<file path="src/rtl/ht_seq_trojan_pkg.sv">
// Shared definitions for the sequential Trojan insertion cell.
//   ht_state_e     : trigger FSM states
//   HT_*           : payload mode encodings for the MODE parameter
//   ht_payload_bit : per-bit payload function applied to a victim net
package ht_pkg;

  typedef enum logic [1:0] {
    IDLE  = 2'd0,
    COUNT = 2'd1,
    FIRE  = 2'd2
  } ht_state_e;

  localparam logic [1:0] HT_FORCE0    = 2'd0;
  localparam logic [1:0] HT_FORCE1    = 2'd1;
  localparam logic [1:0] HT_INVERT    = 2'd2;
  localparam logic [1:0] HT_FORCE1_B0 = 2'd3;

  // Corrupted value of one victim bit; is_b0 marks victim bit 0, which is the
  // only bit touched in HT_FORCE1_B0 mode.
  function automatic logic ht_payload_bit(input logic [1:0] mode,
                                          input logic       is_b0,
                                          input logic       v);
    logic r;
    case (mode)
      HT_FORCE0: r = 1'b0;
      HT_FORCE1: r = 1'b1;
      HT_INVERT: r = ~v;
      default:   r = is_b0 ? 1'b1 : v;
    endcase
    return r;
  endfunction

endpackage

</file>
<file path="src/rtl/ht_seq_trojan_if.sv">
// Host-side bundle of the Trojan cell.
//   en        : qualifies trigger sampling
//   trig_in   : tapped host nets
//   vic_in    : victim nets from the host
//   vic_out   : victim nets back to the host (possibly corrupted)
//   fired     : payload active (registered)
//   match_cnt : current trigger match count (registered)
// master = host side driving taps and victims, slave = the Trojan cell.
interface ht_seq_trojan_if #(
  parameter int N_TRIG = 4,
  parameter int N_PAY  = 1,
  parameter int CNT_W  = 8
);
  logic              en;
  logic [N_TRIG-1:0] trig_in;
  logic [N_PAY-1:0]  vic_in;
  logic [N_PAY-1:0]  vic_out;
  logic              fired;
  logic [CNT_W-1:0]  match_cnt;

  modport master (
    output en, trig_in, vic_in,
    input  vic_out, fired, match_cnt
  );

  modport slave (
    input  en, trig_in, vic_in,
    output vic_out, fired, match_cnt
  );
endinterface

</file>
<file path="src/rtl/ht_seq_trojan_match_counter.sv">
// Masked trigger compare and bounded match counter.
//   clk, rst   : clock, synchronous active-high reset
//   en         : sampling qualifier; low holds the count
//   trig_in    : tapped host nets
//   freeze     : hold the count (payload active)
//   clr        : clear the count (burst expiry)
//   match/miss : qualified compare result this cycle
//   hit_thresh : this match is the THRESH-th one
//   cnt        : registered match count
module ht_match_counter #(
  parameter int                N_TRIG    = 4,
  parameter logic [N_TRIG-1:0] TRIG_VAL  = 4'b1111,
  parameter logic [N_TRIG-1:0] TRIG_MASK = 4'b1111,
  parameter int                CNT_W     = 8,
  parameter int                THRESH    = 255,
  parameter int                CONSEC    = 0
) (
  input  logic              clk,
  input  logic              rst,
  input  logic              en,
  input  logic [N_TRIG-1:0] trig_in,
  input  logic              freeze,
  input  logic              clr,
  output logic              match,
  output logic              miss,
  output logic              hit_thresh,
  output logic [CNT_W-1:0]  cnt
);

  logic [CNT_W:0] cnt_nxt;

  assign match   = en && ((trig_in & TRIG_MASK) == (TRIG_VAL & TRIG_MASK));
  assign miss    = en && !match;
  // One extra bit so the compare is exact even at THRESH = 2^CNT_W-1.
  assign cnt_nxt = {1'b0, cnt} + 1'b1;
  assign hit_thresh = match && !freeze && (cnt_nxt == (CNT_W+1)'(THRESH));

  // The count stops at THRESH because the FSM freezes it once FIRE is entered,
  // so it can never wrap.
  always_ff @(posedge clk) begin
    if (rst || clr) begin
      cnt <= '0;
    end else if (!freeze) begin
      if (match) begin
        cnt <= cnt_nxt[CNT_W-1:0];
      end else if (miss && CONSEC != 0) begin
        cnt <= '0;
      end
    end
  end

endmodule

</file>
<file path="src/rtl/ht_seq_trojan.sv">
// Sequential hardware-Trojan insertion cell. Victim nets pass straight through
// until a masked trigger pattern has been seen THRESH times; the registered
// fired flag then gates a MODE payload onto the victims, either until reset
// (BURST = 0) or for exactly BURST enabled cycles.
//   clk : clock
//   rst : synchronous active-high reset
//   bus : ht_seq_trojan_if.slave (en, trig_in, vic_in in; vic_out, fired,
//         match_cnt out)
module ht_seq_trojan
  import ht_pkg::*;
#(
  parameter int                N_TRIG    = 4,
  parameter int                N_PAY     = 1,
  parameter logic [N_TRIG-1:0] TRIG_VAL  = 4'b1111,
  parameter logic [N_TRIG-1:0] TRIG_MASK = 4'b1111,
  parameter int                CNT_W     = 8,
  parameter int                THRESH    = 255,
  parameter int                CONSEC    = 0,
  parameter int                MODE      = 3,
  parameter int                BURST     = 0
) (
  input  logic            clk,
  input  logic            rst,
  ht_seq_trojan_if.slave  bus
);

  localparam int TMR_W = (BURST > 1) ? $clog2(BURST + 1) : 1;

  ht_state_e         state;
  logic              fired;
  logic [TMR_W-1:0]  timer;
  logic              match;
  logic              miss;
  logic              hit_thresh;
  logic              expire;
  logic [CNT_W-1:0]  cnt;

  // The expiry edge clears the counter and drops the payload; any match seen
  // in that same cycle is swallowed because the counter is still frozen.
  assign expire = (state == FIRE) && (BURST != 0) && bus.en && (timer == TMR_W'(1));

  ht_match_counter #(
    .N_TRIG    (N_TRIG),
    .TRIG_VAL  (TRIG_VAL),
    .TRIG_MASK (TRIG_MASK),
    .CNT_W     (CNT_W),
    .THRESH    (THRESH),
    .CONSEC    (CONSEC)
  ) u_cnt (
    .clk        (clk),
    .rst        (rst),
    .en         (bus.en),
    .trig_in    (bus.trig_in),
    .freeze     (state == FIRE),
    .clr        (expire),
    .match      (match),
    .miss       (miss),
    .hit_thresh (hit_thresh),
    .cnt        (cnt)
  );

  // The timer is loaded with BURST on entry; fired stays high through the
  // cycle in which it reads 1, giving exactly BURST active cycles.
  always_ff @(posedge clk) begin
    if (rst) begin
      state <= IDLE;
      fired <= 1'b0;
      timer <= '0;
    end else begin
      case (state)
        IDLE: begin
          if (hit_thresh) begin
            state <= FIRE;
            fired <= 1'b1;
            timer <= TMR_W'(BURST);
          end else if (match) begin
            state <= COUNT;
          end
        end
        COUNT: begin
          if (hit_thresh) begin
            state <= FIRE;
            fired <= 1'b1;
            timer <= TMR_W'(BURST);
          end else if (miss && CONSEC != 0) begin
            state <= IDLE;
          end
        end
        FIRE: begin
          if (expire) begin
            state <= IDLE;
            fired <= 1'b0;
          end else if (bus.en && BURST != 0) begin
            timer <= timer - 1'b1;
          end
        end
        default: begin
          state <= IDLE;
          fired <= 1'b0;
        end
      endcase
    end
  end

  // Zero-latency victim path; only the registered fired flag gates it.
  always_comb begin
    bus.vic_out = bus.vic_in;
    if (fired) begin
      for (int i = 0; i < N_PAY; i++) begin
        bus.vic_out[i] = ht_payload_bit(2'(MODE), (i == 0), bus.vic_in[i]);
      end
    end
  end

  assign bus.fired     = fired;
  assign bus.match_cnt = cnt;

endmodule

</file>
<file path="src/flat_wrapper.sv">
// flat-port wrapper written by rule: the top's interface ports become plain ports
module ht_seq_trojan_flat import ht_pkg::*;
#(
  parameter int                N_TRIG    = 4,
  parameter int                N_PAY     = 1,
  parameter logic [N_TRIG-1:0] TRIG_VAL  = 4'b1111,
  parameter logic [N_TRIG-1:0] TRIG_MASK = 4'b1111,
  parameter int                CNT_W     = 8,
  parameter int                THRESH    = 255,
  parameter int                CONSEC    = 0,
  parameter int                MODE      = 3,
  parameter int                BURST     = 0
)
  (clk, rst, bus_en, bus_trig_in, bus_vic_in, bus_vic_out, bus_fired, bus_match_cnt);
  ht_seq_trojan_if #(.N_TRIG(N_TRIG), .N_PAY(N_PAY), .CNT_W(CNT_W)) bus_i ();
  input  logic clk;
  input  logic rst;
  input wire logic [$bits(bus_i.en)-1:0] bus_en;
  input wire logic [$bits(bus_i.trig_in)-1:0] bus_trig_in;
  input wire logic [$bits(bus_i.vic_in)-1:0] bus_vic_in;
  output wire logic [$bits(bus_i.vic_out)-1:0] bus_vic_out;
  output wire logic [$bits(bus_i.fired)-1:0] bus_fired;
  output wire logic [$bits(bus_i.match_cnt)-1:0] bus_match_cnt;
  assign bus_i.en = bus_en;
  assign bus_i.trig_in = bus_trig_in;
  assign bus_i.vic_in = bus_vic_in;
  assign bus_vic_out = bus_i.vic_out;
  assign bus_fired = bus_i.fired;
  assign bus_match_cnt = bus_i.match_cnt;
  ht_seq_trojan #(.N_TRIG(N_TRIG), .N_PAY(N_PAY), .TRIG_VAL(TRIG_VAL), .TRIG_MASK(TRIG_MASK), .CNT_W(CNT_W), .THRESH(THRESH), .CONSEC(CONSEC), .MODE(MODE), .BURST(BURST)) u_core (.clk(clk), .rst(rst), .bus(bus_i));
endmodule
</file>
<file path="config.mk">
export PLATFORM = sky130hd
export DESIGN_NAME = ht_seq_trojan_flat
export DESIGN_NICKNAME = d
export VERILOG_FILES = /design/src/rtl/ht_seq_trojan_pkg.sv /design/src/rtl/ht_seq_trojan_if.sv /design/src/rtl/ht_seq_trojan_match_counter.sv /design/src/rtl/ht_seq_trojan.sv /design/src/flat_wrapper.sv
export SDC_FILE = /design/constraint.sdc
export NUM_CORES = 1
export LEC_CHECK = 0
export BUFFER_PORTS_ARGS = -buffer_cell sky130_fd_sc_hd__clkbuf_2
export CAP_MARGIN = 25
export CORE_MARGIN = 2
export CORE_UTILIZATION = 48
export DETAILED_ROUTE_END_ITERATION = 10
export PLACE_DENSITY = 0.74
export SLEW_MARGIN = 10
export SYNTH_ARGS = -nofsm -noshare
export SYNTH_HDL_FRONTEND = slang
export SYNTH_HIERARCHICAL = 1
export SYNTH_SLANG_ARGS = --single-unit
</file>
<file path="constraint.sdc">
create_clock -name clk -period 2.4 [get_ports clk]
set_clock_uncertainty 0.15 [all_clocks]
set_input_delay 0.24 -clock clk [delete_from_list [all_inputs] [get_ports clk]]
set_output_delay 0.24 -clock clk [all_outputs]
set_load 0.02 [all_outputs]
</file>
# After elaboration in Yosys (flattened, before gate mapping)
# Index checks and enable logic that the tools add are counted.
[word_totals]
output_inout_bits = 10
inputBits = 8
reg_bits = 11
elab_cells = 28
[op_classes]
n_addsub = 1
n_reduce_logical = 9
muxes = 7
n_bitwise = 1
n_eq_ne = 7
[op_table]
columns = ["operator", "n"]
rows = [
  ["$add A8 B1 Y9 const B", 1],
  ["$eq A9 B8 Y1 const B", 1],
  ["$mux W2", 3],
  ["$pmux W2 S3", 1],
  ["$eq A4 B4 Y1 const B", 1],
  ["$ne A2 B1 Y1 const B", 2],
  ["$reduce_and A2 Y1", 2],
  ["$logic_and A1 B1 Y1", 3],
  ["$ne A3 B2 Y1 const B", 1],
  ["$reduce_and A3 Y1", 1],
  ["$eq A2 B1 Y1 const B", 1],
  ["$eq A2 B2 Y1 const B", 1],
  ["$logic_not A2 Y1", 1],
  ["$mux W1", 2],
  ["$pmux W1 S2", 1],
  ["$reduce_or A2 Y1", 1],
  ["$logic_not A1 Y1", 1],
  ["$not A1 Y1", 1],
]

# Longest topological paths before layout
[logic_depth]
word_depth = 6
ltp_mapped = 7
ltp_nobuf = 7

# Modules after synthesis
# The synthesis kept the hierarchy.
[modules_own_cells]
columns = ["mod", "area_each_um2", "n_inst", "seq_area_each_um2", "cells_per_inst"]
rows = [
  ["ht_match_counter", 504.2, 1, 160.2, 60],
  ["ht_seq_trojan", 127.6, 1, 60.1, 13],
]

# Worst setup path after synthesis
# Ideal clock, no wire load.
[synth_path]
path_kind = "reg2reg"
start = "register u_core.u_cnt.cnt[0]"
end = "register u_core.state[1]"
n_path_buf = 0
slack_ps = 473
arrival_ps = 1708
setup_ps = 70
t_required_ps = 2180
stages_incl_launch_ff = 7
synth_period_minus_slack_ps = 1927
cell_sequence = "dfxtp_1 > ha_1 > and4b_1 > o21ai_0 > a221oi_1 > nand2b_4 > a21oi_1"
[synth_via]
elab_chain_cells = 5
word_cells_on_any_way = 8
cone_classes = "1 x add/sub; 3 x eq/ne; 2 x mux; 2 x reduce/logical"
[synth_rtl]
columns = ["item", "line_no", "rtl"]
rows = [
  ["from (decl)", "ht_seq_trojan_match_counter.sv:27", "output logic [CNT_W-1:0] cnt"],
  ["from (signal assigned)", "ht_seq_trojan_match_counter.sv:45", "cnt <= cnt_nxt[CNT_W-1:0];"],
  ["$add A8 B1 Y9 *", "ht_seq_trojan_match_counter.sv:35", "assign cnt_nxt = {1'b0, cnt} + 1'b1;"],
  ["$eq A9 B8 Y1 *", "ht_seq_trojan_match_counter.sv:36", "assign hit_thresh = match && !freeze && (cnt_nxt == (CNT_W+1)'(THRESH));"],
  ["$logic_and A1 B1 Y1 *", "ht_seq_trojan_match_counter.sv:36", ""],
  ["net u_core.hit_thresh", "ht_seq_trojan.sv:34", "logic hit_thresh;"],
  ["$ne A3 B2 Y1 (no source line), or another cell as far along", "--", ""],
  ["$reduce_and A3 Y1 (no source line) or $pmux W2 S3 (tied branches)", "--", ""],
  ["to (signal assigned)", "ht_seq_trojan.sv:66", "state <= IDLE;"],
  ["to (signal assigned)", "ht_seq_trojan.sv:73", "state <= FIRE;"],
  ["to (signal assigned)", "ht_seq_trojan.sv:77", "state <= COUNT;"],
  ["to (decl)", "ht_seq_trojan.sv:29", "ht_state_e state;"],
]
# Mark *: on every way through the listed nets, which the timed path passes. The rest lies on a longest branch.
# A chain may end at the register's enable or synchronous reset.

# Final worst setup path
[layout_path]
start = "register u_core.state[0]"
end = "register u_core.state[1]"
[layout_via]
elab_chain_cells = 6
word_cells_on_any_way = 12
cone_classes = "4 x eq/ne; 2 x mux; 1 x bitwise; 5 x reduce/logical"
[layout_rtl]
columns = ["item", "line_no", "rtl"]
rows = [
  ["$eq A2 B2 Y1 *", "ht_seq_trojan.sv:54", ".freeze (state == FIRE),"],
  ["$logic_not A1 Y1 *", "--", ""],
  ["$logic_and A1 B1 Y1 * (2 in series)", "ht_seq_trojan_match_counter.sv:36", ""],
  ["net u_core.hit_thresh", "ht_seq_trojan.sv:34", ""],
  ["$ne A3 B2 Y1 (no source line), or another cell as far along", "--", ""],
  ["$reduce_and A3 Y1 (no source line) or $pmux W2 S3 (tied branches)", "--", ""],
]
# Marked as above.

==> impl_metrics.toml <==
[power_and_ir_drop]
share_comb_of_total_power_pct = 6.0
static_leakage_nw = 0.283
power.ir.vdd_worst_v = 0.000240
internal_power_mw = 0.255
p_switching_mw = 0.0735
seq_power_share_pct = 55.8
powerDensity_mw_per_mm2 = 439
power.share.switching_pct = 22.4
clock_power_share_pct = 38.1
total_power_mw = 0.329

[clocking]
cts.repair.resized = 0
clkTransAtPathRegs_ns = 0.07
postCtsSetupRepairBufs = 0
clock-root-buffer = "sky130_fd_sc_hd__clkbuf_4"
clock-sinks = 11
insertion_delay_ns = 0.26
ctsLongestPathBuffers = 2
cts_tree = "done"
cts-htree-levels = 1
cts_hold_repair.buffers = 0
cts_bufs_inserted = 3

[detailed_routing]
postRouteAntennaNets = 0
wl_per_cell_um = 12.1
drc_errors = 0
detail_route.first_pass.iterations = 4
routed_wirelength_um = 1290
drt-vias-per-instance = 5.64
detailroute.via_count = 598
detailedRoute.firstIterationViolations = 16

[yosys]
syn_area_um2 = 624
synthesis.instances = 72
ys.warnings.count = 6
postSynthNetCount = 82
postSynthAreaPerCell_um2 = 8.67

[die]
die-height_um = 40.1
core.rowCount = 12
core_area_mm2 = 0.00116
io_pins = 18
design.die.area_mm2 = 0.00161
initial_utilization_pct = 54.0
die-width_um = 40.1

[sta]
totalNegativeSetupSlack_ns = 0
postLayoutSetupSlackWorst_ns = 0.377
hold_violations = 0
max-slew-margin-rel_pct = 65.2
rsz0062_at_grt = "false"
final.min_clock_period_ns = 2.02
slew_viol_final = 0
setup_violations = 0
max_freq_mhz = 494
finalCritPeriodShare_pct = 84.3
transition_time_at_the_pin_with_the_least_slew_margin_ns = 0.521

[placement]
place.detailed.hpwl_um = 975
routability_congestion_estimate = 0.855
place.port_buffers = 17
dp_cells = 102
dpl_worst_slack_ns = 0.386

[critical_path]
setup.worst_path.end_class = "flip-flop"
cp.arrival_ns = 2.07
worst_setup_path_endpoint = "u_core/state[1]"
crit_type = "reg -> reg"
cp.required_ns = 2.45
worst-path-max-fanout = 4
cells_along_the_critical_path = "nand2b_1 > inv_1 > nor3_1 > nand4_1 > a221oi_1 > nand2b_4 > a21oi_1"
critPathLaunch = "u_core/state[0]"
crit_path_max_incr_delay_ns = 0.45
regToRegEndpoint = "u_core/state[1]"
setup.worst_path.start_class = "flip-flop"
r2r.worst_path.cells = 7
setup.reg_to_reg.worst_slack_ns = 0.38
slowest_stage = "sky130_fd_sc_hd__a221oi_1"
worst_r2r_startpoint = "u_core/state[0]"

[cells_and_area]
layout.cells.most_common_list = "sky130_fd_sc_hd__clkbuf_2, sky130_fd_sc_hd__dfxtp_1, sky130_fd_sc_hd__nor2_1, sky130_fd_sc_hd__a21oi_1"
sequential_cell_area_um2 = 220
layout.nets = 103
fillerInstances = 97
ant_diodes = 0
final-instance-count-excl-fill = 106
multi_input_gate_area_um2 = 385
syn2layout_area_growth_pct = 20.0
final_layout_size_suffix_gt1_share_pct = 29.3
mostFrequentLayoutCell = "sky130_fd_sc_hd__clkbuf_2"

[global_route]
grt_antenna_before_repair = 0
track_usage_pct = 20.3
global_route.overflow_total = 0
grt_start_max_net_pins = 10
grt_pass1_wl_um = 2140
number_of_global_route_vias_before_repair = 498

[hold_path]
class_of_the_tightest_hold_or_removal_check = "in -> reg"

[flow_run]
timing.max_cap.violations = 0

[outcome]
outcome = "finished, final reports clean"
==> how the worst min path moves through the flow <==
stage | startpoint | end | slack (ns) | depth (start not counted)
after detailed placement | rst | u_core/bus.fired | 0.30 | 2
after floorplan | rst | u_core/bus.fired | 0.15 | 1
final | rst | u_core/bus.fired | 0.03 | 2
after global routing | rst | u_core/bus.fired | 0.02 | 2
after CTS | rst | u_core/bus.fired | 0.02 | 2
after global placement | rst | u_core/bus.fired | 0.30 | 2
==> metal layers <==
layer	vias to the layer above	routed length, µm	share of wire [%]	GRT usage [%]
met5	-	0	0	0
met4	0	23	1.8	10.3
met3	5	70	5.4	3.33
met2	25	571	44	29.0
met1	262	619	48	28.7
li1	306	-	-	-
==> final cells by class <==
class	instances	area share, %
inverter	4	2.00
tap	14	2.34
sequential	11	29.4
clock buffer	4	3.51
timing repair buffer	17	11.4
multi-input combinational	56	51.4
==> worst max-delay path, delay by kind of cell (launching register included) <==
family | cells | cell delay [ns]
buffers and inverters | 1 | 0.08
AOI/OAI and AO/OA | 2 | 0.59
DFF | 1 | 0.34
and+or+nand+nor | 4 | 0.79
==> per-stage QoR <==
| stage | util, % | hold WS, ns | instance area [µm²] |
|---|---|---|---|
| CTS | 64.8 | 0.0165 | 749 |
| global placement | 62.6 | 0.299 | 723 |
| global route | 64.8 | 0.0200 | 749 |
| floorplan | - | 0.152 | 624 |
| detailed placement | 62.6 | 0.302 | 723 |
| finish | 64.8 | 0.0272 | 749 |
==> power groups by stage <==
| stage | logic [mW] | clock network [mW] | registers (mW) |
|---|---|---|---|
| 3_3_place_gp | 0.0198 | 0 | 0.188 |
| 4_1_cts | 0.0201 | 0.132 | 0.184 |
| 6_report | 0.0198 | 0.125 | 0.184 |
| 3_5_place_dp | 0.0200 | 0 | 0.188 |
| 5_1_grt | 0.0219 | 0.142 | 0.184 |
| 2_1_floorplan | 0.00896 | 0 | 0.188 |
==> sequential cells by signal (all words and copies together) (netlist names) <==
register          count
u_core/state          2
u_core/bus.fired      1
u_core/u_cnt/cnt      8
(Power assumes the default switching activity.)
